===== config.mk =====
export PLATFORM = sky130hd
export DESIGN_NAME = usb_tx_packet_ctrl
export DESIGN_NICKNAME = d
export VERILOG_FILES = /design/src/rtl/usb_tx_packet_ctrl.sv
export SDC_FILE = /design/constraint.sdc
export NUM_CORES = 1
export LEC_CHECK = 0
export CAP_MARGIN = 20
export CORE_MARGIN = 1.5
export CORE_UTILIZATION = 25
export CTS_CLUSTER_SIZE = 16
export DETAILED_ROUTE_END_ITERATION = 10
export PLACE_DENSITY_LB_ADDON = 0.2
export SKIP_CTS_REPAIR_TIMING = 1
export SYNTH_ARGS = -nofsm -noshare
export SYNTH_HDL_FRONTEND = slang
export SYNTH_SLANG_ARGS = --single-unit

===== constraint.sdc =====
create_clock -name clk -period 1.8 [get_ports clk]
set_input_delay 0.54 -clock clk [delete_from_list [all_inputs] [get_ports clk]]
set_output_delay 0.54 -clock clk [all_outputs]
set_load 0.02 [all_outputs]

===== src/rtl/usb_tx_packet_ctrl.sv =====
// rtl/usb_tx_packet_ctrl.sv - USB transmit packet sequencer (SYNC, PID, DATA, CRC16, EOP)
module usb_tx_packet_ctrl #(
  parameter int          LEN_BITS  = 6,
  parameter logic [7:0]  SYNC_BYTE = 8'h80
) (
  input  logic                clk,
  input  logic                rst,
  input  logic                start,
  input  logic [3:0]          pid,
  input  logic                send_data,
  input  logic [LEN_BITS-1:0] packet_length,
  input  logic                abort,
  output logic                load_buffer,
  output logic                decrement,
  input  logic                cnt_one,
  input  logic                cnt_zero,
  output logic                fifo_rd,
  input  logic [7:0]          fifo_data,
  output logic                crc_clr,
  output logic                crc_update,
  input  logic [15:0]         crc16,
  output logic [7:0]          tx_byte,
  output logic                tx_valid,
  output logic                tx_eop,
  input  logic                tx_ready,
  output logic                tx_busy,
  output logic                tx_done,
  output logic                tx_aborted,
  output logic                len_err
);

  localparam logic [2:0] S_IDLE   = 3'd0;
  localparam logic [2:0] S_SYNC   = 3'd1;
  localparam logic [2:0] S_PID    = 3'd2;
  localparam logic [2:0] S_DATA   = 3'd3;
  localparam logic [2:0] S_CRC_LO = 3'd4;
  localparam logic [2:0] S_CRC_HI = 3'd5;
  localparam logic [2:0] S_EOP    = 3'd6;

  logic [2:0] state;
  logic [2:0] state_nxt;
  logic [3:0] pid_q;
  logic       send_data_q;
  logic       len_err_q;
  logic       accept_start;
  logic       data_xfer;
  logic       underflow;

  // The byte counter consumes packet_length directly; it is only carried here.
  logic unused_packet_length;
  assign unused_packet_length = ^packet_length;

  assign tx_busy      = (state != S_IDLE);
  assign accept_start = !tx_busy && start && !rst;
  assign underflow    = (state == S_DATA) && cnt_zero && !abort;
  assign data_xfer    = (state == S_DATA) && !cnt_zero && tx_ready && !abort;

  assign load_buffer = accept_start;
  assign crc_clr     = accept_start;
  assign decrement   = data_xfer;
  assign fifo_rd     = data_xfer;
  assign crc_update  = data_xfer;
  assign tx_done     = (state == S_EOP) && tx_ready && !abort;
  assign tx_aborted  = tx_busy && abort;
  assign len_err     = len_err_q;

  assign tx_valid = (state == S_SYNC) || (state == S_PID) || (state == S_DATA) ||
                    (state == S_CRC_LO) || (state == S_CRC_HI);
  assign tx_eop   = (state == S_EOP);

  always_comb begin
    tx_byte = 8'h00;
    case (state)
      S_SYNC:   tx_byte = SYNC_BYTE;
      S_PID:    tx_byte = {~pid_q, pid_q};
      S_DATA:   tx_byte = fifo_data;
      S_CRC_LO: tx_byte = ~crc16[7:0];
      S_CRC_HI: tx_byte = ~crc16[15:8];
      default:  tx_byte = 8'h00;
    endcase
  end

  always_comb begin
    state_nxt = state;
    case (state)
      S_IDLE:   if (start) state_nxt = S_SYNC;
      S_SYNC:   if (tx_ready) state_nxt = S_PID;
      S_PID:    if (tx_ready) state_nxt = send_data_q ? S_DATA : S_EOP;
      S_DATA: begin
        // An empty counter means the length was wrong; close the packet with CRC.
        if (cnt_zero) state_nxt = S_CRC_LO;
        else if (tx_ready && cnt_one) state_nxt = S_CRC_LO;
      end
      S_CRC_LO: if (tx_ready) state_nxt = S_CRC_HI;
      S_CRC_HI: if (tx_ready) state_nxt = S_EOP;
      S_EOP:    if (tx_ready) state_nxt = S_IDLE;
      default:  state_nxt = S_IDLE;
    endcase
    if (tx_busy && abort) state_nxt = S_IDLE;
  end

  always_ff @(posedge clk or posedge rst) begin
    if (rst) begin
      state       <= S_IDLE;
      pid_q       <= 4'h0;
      send_data_q <= 1'b0;
      len_err_q   <= 1'b0;
    end else begin
      state <= state_nxt;
      if (accept_start) begin
        pid_q       <= pid;
        send_data_q <= send_data;
        len_err_q   <= 1'b0;
      end else if (underflow) begin
        len_err_q <= 1'b1;
      end
    end
  end

endmodule

==> flow_summary.ini <==
[status]
status = complete, but fails checks
violations = setup timing

[clock_network]
cts.clk_slew.worst_paths_ns = 0.06
clk_latency_ns = 0.27
cts.path.max_buffers = 2
numCtsBuffers = 3
ctsRootBufferMaster = clkbuf_4
cts.sinks = 9
cts_tree = done
h-tree-depth = 1

[floorplan]
fp.dieH_um = 63.1
fp-row-count = 21
ios = 61
die_area_sq_um = 3980
die_w_um = 63.1
core_sq_um = 3390
start_util_pct = 26.6

[logic_synthesis]
synth_top_area_share_pct = 25.0
synth_nets = 153
synth_common_cells = 21 x nor2_1, 12 x mux2i_1, 9 x dfrtp_1, 7 x nand2_1, 6 x inv_1
postSynthCellCount = 109
synth_seq_cells = 9
ys_async_sr_fraction_pct = 100
yosysUniqueCellTypes = 37
synth_edf_count = 0
synth_area_sq_um = 902
ys.warnings.count = 0
ys_seq_area_share_pct = 25.0
synthFlopType = dfrtp_1
avgSynthCellArea_sq_um = 8.28
yosys.area.top_type = dfrtp_1
synth_most_common_cell = nor2_1
synth_area_leaders = dfrtp_1 25%, mux2i_1 13%, nor2_1 8.7%, mux2_2 6.2%, buf_4 4.2%

[sta]
fin_skew_ns = 0.00693
fin_crit_sh_pct = 118
holdWs_ns = 0.568
slew_viol_final = 0
rsz0062_at_grt = yes
tightest_slew_ns = 0.314
fin_crit_ns = 2.13
setup_viol = 17
hold_viol = 0
fin_tns_setup_ns = -4.12
relSlewSlack_pct = 79.0
max_freq_mhz = 470
setup_slack_ns = -0.327

[placement]
dpl.cell_count = 223
gp_congestion = 0.884
dp_hpwl_um = 2430
pre_cts_slack_ns = -0.883
io_buffers = 54

[routing]
via_per_inst = 4.66
first_pass_iters = 4
drtAntennaViolNets = 0
via_count = 1090
dr.first_iter.drc_count = 30
wirelength_um = 3180
avgRoutedWirePerCell_um = 13.6
drc = 0

[worst_setup_path]
critPathMaxStageDelay_ns = 0.48
worstPathArrival_ns = 1.59
rr_startpoint = state[2]
rr_worst_depth = 8
crit-reg2reg-capture = state[2]
cp-start-kind = register
crit_slowest_cell = dfrtp_2
r2r_setup_slack_ns = 0.05
crit_buf_inv = 2
crit_path_end_kind = output port
crit_chain = ha_4 > a21boi_4 > buf_12 > nor2_2 > buf_6
critPathTopFamily = flip-flops
path_class = register to output port
crit_required_ns = 1.26
cp_max_fo = 8

[grt]
grt_usage_pct = 14.8
overflow = 0
antenna_found_initial = 0
grt_first_pass_wirelength_um = 4860
first_global_vias = 1074
grt_max_degree = 18

[finish]
finish.utilization_pct = 57.0
final_cells = 234
nFillCells = 308
syn_to_final_growth_pct = 114
n_antenna_cell = 0
drive_gt1_share_pct = 53.2
final_net_count = 233

[pwr]
p_leak_uw = 0.000879
cellPowerDensity_nw_per_um2 = 1560
peakVddDrop_v = 0.000993

[min_path]
worstHoldStart = pid_q[1]
min_path_type = register to register
min_path_cells = 1
hold_path_end = pid_q[1]

[run]
cap_violations = 0
[cell usage in the layout (no fill, tap or decap), types with 5 or more instances in the layout]
cell type	instances
o21ai_1	6
buf_6	18
clkdlybuf4s50_1	29
mux2_2	5
buf_4	27
dfrtp_1	6
dlymetal6s2s_1	7
nor2_4	7
nand2_1	5
mux2i_1	11
nor2_2	6
nor2_1	9
[worst register-to-register path, stage by stage (launching register included)]
cell,delay (ns)
dfrtp_2,0.48
buf_6,0.17
nor3_4,0.22
buf_6,0.15
inv_4,0.03
buf_4,0.12
nor2_2,0.10
a211oi_1,0.06
mux2_1,0.31
[layout make-up]
class                           instances  area [sq um]  share of cell area (%)
Sequential cell                         9           229                    11.8
Multi-Input combinational cell         84           749                    38.8
Tap cell                               46          57.6                    2.98
Inverter                                7          41.3                    2.14
Clock buffer                            3          22.5                    1.17
Clock inverter                          1          5.00                   0.259
Timing Repair Buffer                   84           828                    42.8
[routing by layer]
layer | vias up | part of all wire [%] | global-route usage, %
li1 | 551 | - | -
met1 | 503 | 44 | 19.5
met2 | 31 | 50 | 24.5
met3 | 5 | 4.5 | 1.96
met4 | 0 | 1.4 | 5.83
met5 | - | 0 | 0
[through the flow]
step	total power, uW	area [sq um]
after floorplan	1630	1010
after detailed placement	2410	1720
final	3010	1930
after global routing	3210	1930
after CTS	2580	1750
after global placement	2380	1720
[power breakdown]
part | switching (uW) | internal, uW
clock | 72.1 | 82.0
sequential | 142 | 306
combinational | 1170 | 1230
total | 1390 | 1620
[worst max path at each step]
stage | start | endpoint | slack (ns) | depth (start not counted)
3_5_place_dp | crc16[7] | tx_byte[7] | -0.88 | 6
4_1_cts | crc16[7] | tx_byte[7] | -0.89 | 6
2_1_floorplan | state[1] | tx_byte[3] | -0.04 | 5
3_3_place_gp | crc16[7] | tx_byte[7] | -0.87 | 6
6_report | state[2] | tx_byte[7] | -0.33 | 5
5_1_grt | state[2] | tx_byte[7] | -0.38 | 5
[flip-flops by register name, summed over array words and instances, names as in the netlist]
| name | count |
|---|---|
| len_err | 1 |
| pid_q | 4 |
| send_data_q | 1 |
| state | 3 |
[cells by family (layout without fill, tap and decap cells)]
group	after synthesis	count (layout)	share of synthesized area, %
AOI/OAI and AO/OA	26	26	20.5
adders and majority gates	2	2	2.77
buffers and inverters	16	95	10.5
DFF	9	9	25.0
muxes	18	18	20.8
and+or+nand+nor	38	38	20.4
Note: power is estimated with default switching activity, not from simulation.
